==> src/rtl/adda_pkg.sv <==
// Shared types and helpers for the DAC playout path: FSM state encoding,
// default sample width and the FIFO-to-DAC code conversion.
package adda_pkg;

  localparam int unsigned DEF_DATA_WIDTH = 14;

  typedef enum logic [1:0] {
    ST_IDLE     = 2'd0,
    ST_PRIME    = 2'd1,
    ST_PLAY     = 2'd2,
    ST_UNDERRUN = 2'd3
  } state_t;

  // Two's complement to offset binary is an MSB inversion; twos = 0 passes through.
  function automatic logic [DEF_DATA_WIDTH-1:0] conv(
    input logic [DEF_DATA_WIDTH-1:0] x,
    input logic                      twos
  );
    conv = {x[DEF_DATA_WIDTH-1] ^ twos, x[DEF_DATA_WIDTH-2:0]};
  endfunction

endpackage

==> src/rtl/dac_tick_gen.sv <==
// Sample-rate divider: div_cnt, sample tick qualifier and registered DAC clock.
// Counts only while run is high; clr restarts the sample period at zero.
module dac_tick_gen #(
  parameter int unsigned SAMPLE_RATE = 4
) (
  input  logic clk,
  input  logic rst_n,
  input  logic run,
  input  logic clr,
  output logic div_zero,
  output logic dac_clk
);

  localparam int unsigned DIV_W = $clog2(SAMPLE_RATE);
  localparam logic [DIV_W-1:0] DIV_LAST = DIV_W'(SAMPLE_RATE - 1);
  localparam logic [DIV_W-1:0] DIV_HALF = DIV_W'(SAMPLE_RATE / 2);

  logic [DIV_W-1:0] div_cnt;

  always_ff @(posedge clk or negedge rst_n) begin
    if (!rst_n) begin
      div_cnt <= '0;
      dac_clk <= 1'b0;
    end else begin
      if (!run || clr || div_cnt == DIV_LAST) div_cnt <= '0;
      else                                    div_cnt <= div_cnt + 1'b1;
      dac_clk <= run && (div_cnt < DIV_HALF);
    end
  end

  assign div_zero = (div_cnt == '0);

endmodule

==> src/rtl/dac_playout.sv <==
// FIFO-to-DAC playout: primes the FIFO, reads one sample per DAC period,
// converts and presents it to the DAC, and counts underrun events.
module dac_playout
  import adda_pkg::*;
#(
  parameter int unsigned DATA_WIDTH     = DEF_DATA_WIDTH,
  parameter int unsigned CNT_WIDTH      = 6,
  parameter int unsigned SAMPLE_RATE    = 4,
  parameter int unsigned PRIME_LEVEL    = 32,
  parameter int unsigned TWOS_TO_OFFSET = 1
) (
  input  logic                  clk,
  input  logic                  rst_n,
  input  logic                  enable,
  output logic                  fifo_rd_en,
  input  logic [DATA_WIDTH-1:0] fifo_rd_data,
  input  logic                  fifo_empty,
  input  logic [CNT_WIDTH-1:0]  fifo_count,
  output logic [DATA_WIDTH-1:0] dac_data,
  output logic                  dac_clk,
  output logic                  dac_valid,
  output logic                  underrun,
  output logic [15:0]           underrun_cnt,
  output logic [1:0]            state
);

  localparam logic TWOS = (TWOS_TO_OFFSET != 0);

  state_t cur_st, nxt_st;
  logic   run, clr, div_zero, tick, prime_ok, cap_pend;

  assign prime_ok = (fifo_count >= CNT_WIDTH'(PRIME_LEVEL));
  assign run      = (cur_st == ST_PLAY) || (cur_st == ST_UNDERRUN);
  assign clr      = (nxt_st == ST_PLAY) && (cur_st != ST_PLAY);
  assign tick     = (cur_st == ST_PLAY) && div_zero;
  assign state    = cur_st;

  dac_tick_gen #(
    .SAMPLE_RATE (SAMPLE_RATE)
  ) u_tick_gen (
    .clk      (clk),
    .rst_n    (rst_n),
    .run      (run),
    .clr      (clr),
    .div_zero (div_zero),
    .dac_clk  (dac_clk)
  );

  always_ff @(posedge clk or negedge rst_n) begin
    if (!rst_n) cur_st <= ST_IDLE;
    else        cur_st <= nxt_st;
  end

  always_comb begin
    nxt_st = cur_st;
    unique case (cur_st)
      ST_IDLE:     nxt_st = ST_PRIME;
      ST_PRIME:    if (prime_ok) nxt_st = ST_PLAY;
      ST_PLAY:     if (tick && fifo_empty) nxt_st = ST_UNDERRUN;
      ST_UNDERRUN: if (prime_ok) nxt_st = ST_PLAY;
      default:     nxt_st = ST_IDLE;
    endcase
    if (!enable) nxt_st = ST_IDLE;
  end

  // The read strobe is registered, so it is gated with enable here: a tick
  // seen while enable drops must not issue a read in IDLE.
  always_ff @(posedge clk or negedge rst_n) begin
    if (!rst_n) begin
      fifo_rd_en   <= 1'b0;
      cap_pend     <= 1'b0;
      dac_valid    <= 1'b0;
      dac_data     <= conv(DATA_WIDTH'(0), TWOS);
      underrun     <= 1'b0;
      underrun_cnt <= '0;
    end else begin
      fifo_rd_en <= tick && !fifo_empty && enable;
      cap_pend   <= fifo_rd_en;
      dac_valid  <= cap_pend;
      if (cap_pend) dac_data <= conv(fifo_rd_data, TWOS);
      underrun <= tick && fifo_empty;
      if (tick && fifo_empty && underrun_cnt != '1)
        underrun_cnt <= underrun_cnt + 16'd1;
    end
  end

endmodule

==> config.mk <==
export PLATFORM = sky130hd
export DESIGN_NAME = dac_playout
export DESIGN_NICKNAME = d
export VERILOG_FILES = /design/src/rtl/adda_pkg.sv /design/src/rtl/dac_tick_gen.sv /design/src/rtl/dac_playout.sv
export SDC_FILE = /design/constraint.sdc
export NUM_CORES = 1
export LEC_CHECK = 0
export BUFFER_PORTS_ARGS = -buffer_cell sky130_fd_sc_hd__buf_2
export CAP_MARGIN = 0
export CORE_MARGIN = 10
export CORE_UTILIZATION = 25
export DETAILED_ROUTE_END_ITERATION = 10
export GPL_ROUTABILITY_DRIVEN = 0
export PLACE_DENSITY = 0.47
export SETUP_SLACK_MARGIN = 0.1
export SYNTH_ARGS = -nofsm -noshare
export SYNTH_HDL_FRONTEND = slang
export SYNTH_SLANG_ARGS = --single-unit
==> constraint.sdc <==
create_clock -name clk -period 3.2 [get_ports clk]
set_clock_uncertainty 0.05 [all_clocks]
set_input_delay 0.64 -clock clk [delete_from_list [all_inputs] [get_ports clk]]
set_output_delay 0.64 -clock clk [all_outputs]
set_load 0.01 [all_outputs]
==> impl_metrics.tcl <==
set metrics [dict create \
    core_sq_mm 0.00642 \
    drv_slew 0 \
    r2r-start "u_tick_gen.div_cnt[1]" \
    min_to "cap_pend" \
    grt_pass1_wl_mm 5.93 \
    synth_cells 123 \
    final_common_cell "buf_2" \
    synth_area_leaders "dfrtp_1 57%, mux2_2 8.7%, xor2_1 7.3%, ha_1 2.2%, nor4_2 2.2%" \
    track_usage 0.0723 \
    drtIter0Drc 25 \
    clock_tree.root_cell "clkbuf_8" \
    rsz0062_at_grt "no" \
    cp-end-kind "flip-flop" \
    setup_viol 0 \
    tritoncts "done" \
    hpwl_mm 2.83 \
    cts_made_buffers 5 \
    num-fill-cells 671 \
    relSlewSlack 0.403 \
    start_util 0.261 \
    clkTransAtPathRegs_ns 0.08 \
    hold_class "flip-flop to flip-flop" \
    yosysWarnings 0 \
    syn-cell-area_sq_mm 0.00168 \
    cts-hold-fix-buffers 0 \
    min-delay-start "fifo_rd_en" \
    diodes 0 \
    peakVddDrop_mv 0.242 \
    ys_seq_area_frac 0.583 \
    grt_max_degree 40 \
    ff_latch_area_sq_um 977 \
    wire_per_inst_um 14.7 \
    path_max_fanout 12 \
    ant_nets 0 \
    ctsResizeCount 0 \
    dpl_cell_area_sq_mm 0.00203 \
    clockBufferDepth 2 \
    syn-num-nets 150 \
    crit_arrival_ns 2.08 \
    path_class "flip-flop to flip-flop" \
    rows 29 \
    synth-seq-cells 39 \
    r2r_end "underrun_cnt[14]" \
    worstPathRequired_ns 3.37 \
    port_buffers 54 \
    status "complete, no violations" \
    drcViolationCount 0 \
    reg2regPathDepth 9 \
    cts_max_level 2 \
    min_period_over_period 0.596 \
    num_vias 1140 \
    area_growth_syn_to_layout_pct 27.1 \
    die_h_um 102 \
    multi_input_area_sq_um 661 \
    hold_viol_final 0 \
    crit_path_start "u_tick_gen.div_cnt[1]" \
    setup_tns_ns 0 \
    layout.nets 209 \
    rrSetupSlack_ns 1.29 \
    cts_sinks 39 \
    grt_pass1_vias 1205 \
    routed_wl_mm 3.82 \
    final_layout_size_suffix_gt1_frac 0.475 \
    vias_per_cell 4.38 \
    synth_top_cell_by_area "dfrtp_1" \
    hold_path_depth 0 \
    dr.pass1.iters 4 \
    post_cts_buffers 0 \
    leakage_nw 1.12 \
    synthDistinctLibCells 31 \
    worstMarginPinSlew_ns 0.895 \
    die-area_sq_mm 0.0104 \
    worst_setup_path_start_kind "flip-flop" \
    yosysTopAreaCellShare 0.567 \
    syn_avg_cell_area_sq_um 13.6 \
    final_area_sq_mm 0.00213 \
    pwr_density_cell_mw_per_mm2 585 \
    grt.overflow.total 0 \
    clk_latency_ns 0.29 \
    io_pins 60 \
    antenna_found_initial 0 \
    dieWidth_um 102 \
    mostFrequentLayoutCells "54 x buf_2, 38 x dfrtp_1, 14 x xor2_1" \
    drv_cap 0 \
    period_needed_ns 1.91 \
    max_freq_mhz 524 \
]
==> metrics by stage <==
stage,std cells,setup slack (ns),hold WS [ns],util,power [mW]
finish,260,1.29,0.331,0.332,1.25
global route,260,1.06,0.344,0.332,1.32
CTS,260,1.27,0.336,0.332,1.27
detailed placement,252,1.27,0.324,0.316,0.888
global placement,252,1.31,0.312,0.316,0.885
floorplan,123,1.51,0.294,-,0.758
==> where the power goes <==
| part | leakage (nW) | total, mW | internal [mW] | switching (mW) |
|---|---|---|---|---|
| registers | 0.515 | 0.624 | 0.575 | 0.0493 |
| clock network | 0.0505 | 0.376 | 0.196 | 0.180 |
| logic | 0.559 | 0.247 | 0.124 | 0.123 |
| total | 1.12 | 1.25 | 0.895 | 0.352 |
==> worst max-delay path by stage <==
stage | endpoint | slack, ns | cells past startpoint
global placement | underrun_cnt[14] | 1.31 | 9
detailed placement | underrun_cnt[14] | 1.27 | 9
global route | underrun_cnt[14] | 1.06 | 9
finish | underrun_cnt[14] | 1.29 | 9
floorplan | underrun_cnt[15] | 1.51 | 6
CTS | underrun_cnt[14] | 1.27 | 9
==> registers in the layout, summed over array words and instances (netlist names) <==
| name | cells |
|---|---|
| underrun_cnt | 16 |
| dac_data | 14 |
| state | 2 |
| u_tick_gen.div_cnt | 2 |
| cap_pend | 1 |
| dac_valid | 1 |
| fifo_rd_en | 1 |
| u_tick_gen.dac_clk | 1 |
| underrun | 1 |
==> per-layer routing <==
| metal | routed length (um) | part of all wire | global-route usage | vias up |
|---|---|---|---|---|
| met3 | 444 | 0.12 | 0.0391 | 7 |
| met5 | 0 | 0 | 0 | - |
| met4 | 44 | 0.012 | 0.0293 | 0 |
| met1 | 1820 | 0.48 | 0.0888 | 533 |
| li1 | - | - | - | 549 |
| met2 | 1520 | 0.40 | 0.103 | 51 |
==> cell type report <==
class | instances | area share
clock inverters | 1 | 0.00352
inverters | 4 | 0.00705
multi-input cells | 77 | 0.310
repair buffers | 55 | 0.130
flip-flops and latches | 39 | 0.459
well taps | 77 | 0.0452
clock buffers | 7 | 0.0452
==> critical path, stage by stage (launching register included) <==
cell and delay [ns]:
dfrtp_1 0.41, inv_1 0.06, ha_1 0.14, nor2b_1 0.15
nand3_1 0.09, buf_4 0.21, inv_2 0.09, o2111ai_1 0.23
nor3_1 0.25, xor2_1 0.15
==> cells in the mapped netlist <==
master     count
xor2_1        14
nor2b_1        3
buf_2          1
nand4_1        4
nor3_1         5
o21a_1         1
a21oi_1        1
nor4_4         1
ha_1           3
nand3_1        3
inv_1          3
nor2_1         3
inv_2          1
and4b_1        3
dfrtp_1       38
and3_4         1
nor3b_2        2
and4_4         1
nor4_2         3
mux2i_1        2
dfstp_2        1
and4bb_4       1
and3_1         2
nand2_1        7
and2_1         1
buf_4          1
xnor2_1        1
mux2_1         1
o2111ai_1      1
buf_6          1
mux2_2        13
==> logic make-up after synthesis <==
group | synth area share
multiplexers | 0.106
buffers and inverters | 0.0231
XOR/XNOR | 0.0784
AO/OA/AOI/OAI | 0.0127
adder cells (fa/ha/maj) | 0.0224
AND/OR/NAND/NOR | 0.175
flip-flops | 0.583
Power figures use the tool's default switching activity.
